==> config.mk <==
export PLATFORM = sky130hd
export DESIGN_NAME = tt_um_prbs10_checker_shivam_flat
export DESIGN_NICKNAME = d
export VERILOG_FILES = /design/src/rtl/tt_um_prbs10_checker_shivam_if.sv /design/src/rtl/tt_um_prbs10_checker_shivam.sv /design/src/flat_wrapper.sv
export SDC_FILE = /design/constraint.sdc
export NUM_CORES = 1
export LEC_CHECK = 0
export ABC_CLOCK_PERIOD_IN_PS = 1800
export BUFFER_PORTS_ARGS = -buffer_cell sky130_fd_sc_hd__clkbuf_2
export CORE_MARGIN = 2
export CORE_UTILIZATION = 45
export CTS_CLUSTER_SIZE = 16
export DETAILED_ROUTE_END_ITERATION = 7
export PLACE_DENSITY = 0.84
export SLEW_MARGIN = 10
export SYNTH_ARGS = -nofsm -noshare
export SYNTH_HDL_FRONTEND = slang
export SYNTH_SLANG_ARGS = --single-unit
==> constraint.sdc <==
create_clock -name clk -period 1.8 [get_ports clk]
set_input_delay 0.09 -clock clk [delete_from_list [all_inputs] [get_ports clk]]
set_output_delay 0.09 -clock clk [all_outputs]
set_load 0.1 [all_outputs]
==> src/rtl/tt_um_prbs10_checker_shivam_if.sv <==
// rtl/tt_um_prbs10_checker_shivam_if.sv - Tiny Tapeout tile pin bundle for the PRBS10 checker
interface tt_um_prbs10_checker_shivam_if;
    logic       ena;
    logic [7:0] ui_in;
    logic [7:0] uo_out;
    logic [7:0] uio_in;
    logic [7:0] uio_out;
    logic [7:0] uio_oe;

    // Driver side (off-chip stimulus or the generator tile)
    modport master (
        output ena,
        output ui_in,
        output uio_in,
        input  uo_out,
        input  uio_out,
        input  uio_oe
    );

    // Checker tile side
    modport slave (
        input  ena,
        input  ui_in,
        input  uio_in,
        output uo_out,
        output uio_out,
        output uio_oe
    );
endinterface

==> src/rtl/tt_um_prbs10_checker_shivam.sv <==
// rtl/tt_um_prbs10_checker_shivam.sv - serial PRBS10 checker tile, optional PRBS10_CHK_AUTORESYNC_EN loss-of-lock window
module tt_um_prbs10_checker_shivam (
    input  logic                          clk,
    input  logic                          rst_n,
    tt_um_prbs10_checker_shivam_if.slave  bus
);

    typedef enum logic {
        SEED  = 1'b0,
        CHECK = 1'b1
    } state_t;

    state_t      state, state_n;
    logic [9:0]  r, r_n;
    logic [3:0]  fill_cnt, fill_n;
    logic [7:0]  err_cnt, err_n;
    logic        err_pulse, pulse_n;
    logic        lol_sticky, lol_n;

`ifdef PRBS10_CHK_AUTORESYNC_EN
    logic [4:0]  win_cnt, win_cnt_n;
    logic [2:0]  win_err, win_err_n;
    logic [2:0]  win_base;
`endif

    logic        rx_bit, rx_valid, clr, resync;
    logic        pred, mismatch, lol_evt;
    logic [9:0]  shifted;

    assign rx_bit   = bus.ui_in[0];
    assign rx_valid = bus.ui_in[1];
    assign clr      = bus.ui_in[2];
    assign resync   = bus.ui_in[3];

    // State register: everything holds unless the tile is enabled
    always_ff @(posedge clk or negedge rst_n) begin
        if (!rst_n) begin
            state      <= SEED;
            r          <= '0;
            fill_cnt   <= '0;
            err_cnt    <= '0;
            err_pulse  <= 1'b0;
            lol_sticky <= 1'b0;
`ifdef PRBS10_CHK_AUTORESYNC_EN
            win_cnt    <= '0;
            win_err    <= '0;
`endif
        end else begin
            state      <= state_n;
            r          <= r_n;
            fill_cnt   <= fill_n;
            err_cnt    <= err_n;
            err_pulse  <= pulse_n;
            lol_sticky <= lol_n;
`ifdef PRBS10_CHK_AUTORESYNC_EN
            win_cnt    <= win_cnt_n;
            win_err    <= win_err_n;
`endif
        end
    end

    // Next-state: seed fill, free-running prediction, error counting, resync/clr overrides
    always_comb begin
        state_n  = state;
        r_n      = r;
        fill_n   = fill_cnt;
        err_n    = err_cnt;
        pulse_n  = err_pulse;
        lol_n    = lol_sticky;
        pred     = r[9] ^ r[8];
        mismatch = 1'b0;
        lol_evt  = 1'b0;
        shifted  = {r[8:0], rx_bit};
`ifdef PRBS10_CHK_AUTORESYNC_EN
        win_cnt_n = win_cnt;
        win_err_n = win_err;
        win_base  = win_err;
`endif
        if (bus.ena) begin
            pulse_n = 1'b0;
            if (resync) begin
                state_n = SEED;
                fill_n  = '0;
`ifdef PRBS10_CHK_AUTORESYNC_EN
                win_cnt_n = '0;
                win_err_n = '0;
`endif
            end else if (rx_valid) begin
                if (state == SEED) begin
                    r_n = shifted;
                    // The tenth seed bit either locks or restarts the fill; the
                    // counter is recycled either way since CHECK never reads it.
                    if (fill_cnt == 4'd9) begin
                        fill_n = '0;
                        if (shifted != 10'd0) begin
                            state_n = CHECK;
                        end
                    end else begin
                        fill_n = fill_cnt + 4'd1;
                    end
                end else begin
                    // Local LFSR free-runs so a single flipped input bit counts once
                    r_n      = {r[8:0], pred};
                    mismatch = rx_bit ^ pred;
                    if (mismatch) begin
                        pulse_n = 1'b1;
                        if (err_cnt != 8'hff) begin
                            err_n = err_cnt + 8'd1;
                        end
                    end
`ifdef PRBS10_CHK_AUTORESYNC_EN
                    // The bit that wraps the window counter opens the new window
                    win_cnt_n = win_cnt + 5'd1;
                    win_base  = (win_cnt == 5'd31) ? 3'd0 : win_err;
                    win_err_n = win_base + {2'b00, mismatch};
                    if (mismatch && (win_base == 3'd3)) begin
                        state_n   = SEED;
                        fill_n    = '0;
                        win_cnt_n = '0;
                        win_err_n = '0;
                        lol_evt   = 1'b1;
                    end
`endif
                end
            end
            if (clr) begin
                err_n = '0;
                lol_n = 1'b0;
            end
            if (lol_evt) begin
                lol_n = 1'b1;
            end
        end
    end

    assign bus.uo_out  = err_cnt;
    assign bus.uio_out = {5'b00000, lol_sticky, err_pulse, (state == CHECK)};
    assign bus.uio_oe  = 8'b0000_0111;

    logic unused_ok;
    assign unused_ok = &{1'b0, bus.ui_in[7:4], bus.uio_in};

endmodule

==> src/flat_wrapper.sv <==
// flat-port wrapper written by rule: the top's interface ports become plain ports
module tt_um_prbs10_checker_shivam_flat 
  (clk, rst_n, bus_ena, bus_ui_in, bus_uio_in, bus_uo_out, bus_uio_out, bus_uio_oe);
  tt_um_prbs10_checker_shivam_if bus_i ();
  input  logic clk;
  input  logic rst_n;
  input wire logic [$bits(bus_i.ena)-1:0] bus_ena;
  input wire logic [$bits(bus_i.ui_in)-1:0] bus_ui_in;
  input wire logic [$bits(bus_i.uio_in)-1:0] bus_uio_in;
  output wire logic [$bits(bus_i.uo_out)-1:0] bus_uo_out;
  output wire logic [$bits(bus_i.uio_out)-1:0] bus_uio_out;
  output wire logic [$bits(bus_i.uio_oe)-1:0] bus_uio_oe;
  assign bus_i.ena = bus_ena;
  assign bus_i.ui_in = bus_ui_in;
  assign bus_i.uio_in = bus_uio_in;
  assign bus_uo_out = bus_i.uo_out;
  assign bus_uio_out = bus_i.uio_out;
  assign bus_uio_oe = bus_i.uio_oe;
  tt_um_prbs10_checker_shivam u_core (.clk(clk), .rst_n(rst_n), .bus(bus_i));
endmodule
==> impl_metrics.yaml <==
run_status:
  status: "complete, no violations"
cts:
  h-tree-depth: 1
  clkTransAtPathRegs_ns: 0.14
  clock_path_buffers: 2
  tritoncts: "done"
  cts.sinks: 24
  clk_latency_ns: 0.32
  numCtsBuffers: 3
  cts_root_buffer: "clkbuf_4"
global_routing:
  grt_max_degree: 25
  grt_pass1_vias: 937
  grt-ovfl-total: 0
  grt_pass1_wl_mm: 4.34
  antenna_found_initial: 0
  grt_usage_pct: 16.1
route:
  firstDrtPassIters: 4
  vias: 1108
  vias_per_cell: 5.38
  wire_per_inst_microns: 12.9
  first_iter_violations: 45
  drc: 0
  wirelength_mm: 2.66
  antenna_left: 0
critical_path:
  crit_arrival_ns: 2.00
  worstPathMaxFanout: 5
  cp_num_buf_inv: 0
  path_delay_family: "simple AND/OR/NAND/NOR gates"
  endpoint_kind: "flip-flop"
  crit_chain: "ha_1 -> and3b_1 -> or4_1 -> nor3b_1 -> a21o_1"
  cp_slowest_stage_delay_ns: 0.49
  reg2reg_slack_ns: 0.08
  cp-start-kind: "flip-flop"
  crit_slowest_cell: "or4_1"
  cp_data_required_time_ns: 2.08
  crit_type: "reg -> reg"
die:
  ios: 43
  fp.dieH_microns: 59.5
  core_area_sq_um: 3000
  num_rows: 20
  die_area_sq_um: 3540
  fp.dieW_microns: 59.5
  start_util_pct: 46.2
flow_run:
  cap_violations: 0
logic_synthesis:
  synth-edff-count: 0
  synth-seq-area-share_pct: 43.3
  synth_seq_cells: 24
  netlist_instances: 153
  synth.most_common_cell: "nand2_1"
  syn-cell-area_sq_um: 1390
  yosys.area.top_type: "dfrtp_1"
  synth_top_area_share_pct: 43.3
  yosys_warnings: 0
  netlist_top_cells_count: "nand2_1 (38), dfrtp_1 (24), buf_4 (16), nand3_1 (9), o21ai_0 (7)"
  synth.avg_cell_area_sq_um: 9.07
  synth_async_sr_flop_share_pct: 100
  synth_area_leaders: "dfrtp_1 (43%), nand2_1 (10%), buf_4 (8.7%), nand3_1 (3.2%), ha_1 (2.7%)"
  ys.flop_type: "dfrtp_1"
  synth.distinct_cells: 39
power:
  clkPwrFrac_pct: 30.0
  leakagePower_nw: 0.809
  comb_power_share_pct: 22.3
  sw_frac_of_total_pct: 33.9
  p_sw_mw: 0.452
  p_int_mw: 0.882
  power_density_nw_per_um2: 864
  ir_drop_mv: 0.422
  seqPwrFrac_pct: 47.7
sta:
  tns_ns: 0
  max_slew_margin_pct: 60.3
  fmax_ghz: 0.582
  rsz0062_at_grt: "no"
  setup_viol: 0
  fin_skew_ns: 0.00504
  worst_slew_pin_slew_ns: 0.595
  hold_viol: 0
  drv_slew: 0
  fin_crit_sh_pct: 95.4
  whs_ns: 0.0518
  layout_min_cycle_time_ns: 1.72
finish:
  seq_area_sq_um: 618
  final_nets: 196
  final_core_util_pct: 51.4
  syn_to_final_growth_pct: 11.3
  multiInputGateArea_sq_um: 689
  fillers: 288
  diodes: 0
  final_layout_size_suffix_gt1_share_pct: 22.5
place:
  portBuffers: 16
  gp_congestion: 0.813
  place_hpwl_mm: 1.86
worst_hold_path:
  min_path_type: "in -> reg"
[layer usage]
metal | GRT usage, % | routed length (microns) | up-vias
met1 | 25.0 | 1340 | 523
met3 | 1.31 | 75 | 4
met2 | 22.3 | 1200 | 27
met4 | 7.62 | 48 | 0
met5 | 0 | 0 | -
li1 | - | - | 554
[what timing repair did]
action | 4_1_cts | 5_1_grt
resized for setup | 0 | 0
setup buffers | 0 | 0
endpoints found under the setup margin | 0 | 1
endpoints found under the hold margin | 24 | 0
hold buffers | 1 | 0
[power groups by stage]
stage          Clock [mW]  Combinational [mW]  Sequential (mW)
6_report            0.401               0.298            0.636
5_1_grt             0.423               0.323            0.644
4_1_cts             0.406               0.300            0.635
3_5_place_dp            0               0.298            0.645
3_3_place_gp            0               0.294            0.644
2_1_floorplan           0               0.255            0.654
[cell families after synthesis]
family,synth area share (%)
flops,43.3
fa+ha+maj,2.71
xor+xnor,2.43
other cells,0.541
buf+inv,10.3
compound gates,16.1
simple gates,24.7
[cell type report]
class | instances | area share [%]
Timing Repair Buffer | 22 | 8.27
Inverter | 4 | 0.972
Tap cell | 33 | 2.67
Sequential cell | 24 | 40.0
Clock inverter | 1 | 1.94
Multi-Input combinational cell | 119 | 44.7
Clock buffer | 3 | 1.46
[flip-flops by register name, indices dropped and copies added, names as in the netlist]
name,flops
u_core.bus.uo_out,8
u_core.fill_cnt,4
u_core.err_pulse,1
u_core.r,10
u_core.state,1
[cell usage in the layout (no fill, tap or decap), drive strengths merged, types with 2 or more instances in the layout]
cell	instances
a211o	2
nand4	2
ha	3
nor4	3
or2	2
dfrtp	24
a21oi	3
a32o	2
o211a	2
clkbuf	19
inv	4
nand2	38
and3	2
a31oi	3
nor2	5
conb	14
o21ai	7
nand3	9
a21o	3
nor3	2
buf	5
[path summary, 6_finish.rpt]
kind,cells past startpoint,to,start
max,5,u_core.fill_cnt[2]$_DFFE_PN0P_,u_core.fill_cnt[0]$_DFFE_PN0P_
min,2,u_core.bus.uo_out[6]$_DFFE_PN0P_,bus_ena
max reg2reg,5,u_core.fill_cnt[2]$_DFFE_PN0P_,u_core.fill_cnt[0]$_DFFE_PN0P_
min reg2reg,2,u_core.r[5]$_DFFE_PN0P_,u_core.r[4]$_DFFE_PN0P_
max in group asynchronous,2,u_core.bus.uo_out[5]$_DFFE_PN0P_,rst_n
min in group asynchronous,2,u_core.r[9]$_DFFE_PN0P_,rst_n
[per-stage QoR]
stage	total power, mW	std cells	instance area, sq um	setup WS, ns
2_1_floorplan	0.909	165	1450	0.00163
3_3_place_gp	0.938	201	1480	0.121
3_5_place_dp	0.943	201	1480	0.105
4_1_cts	1.34	206	1540	0.0764
5_1_grt	1.39	206	1540	0.00196
6_report	1.33	206	1540	0.0829
Note: power is estimated with default switching activity, not from simulation.
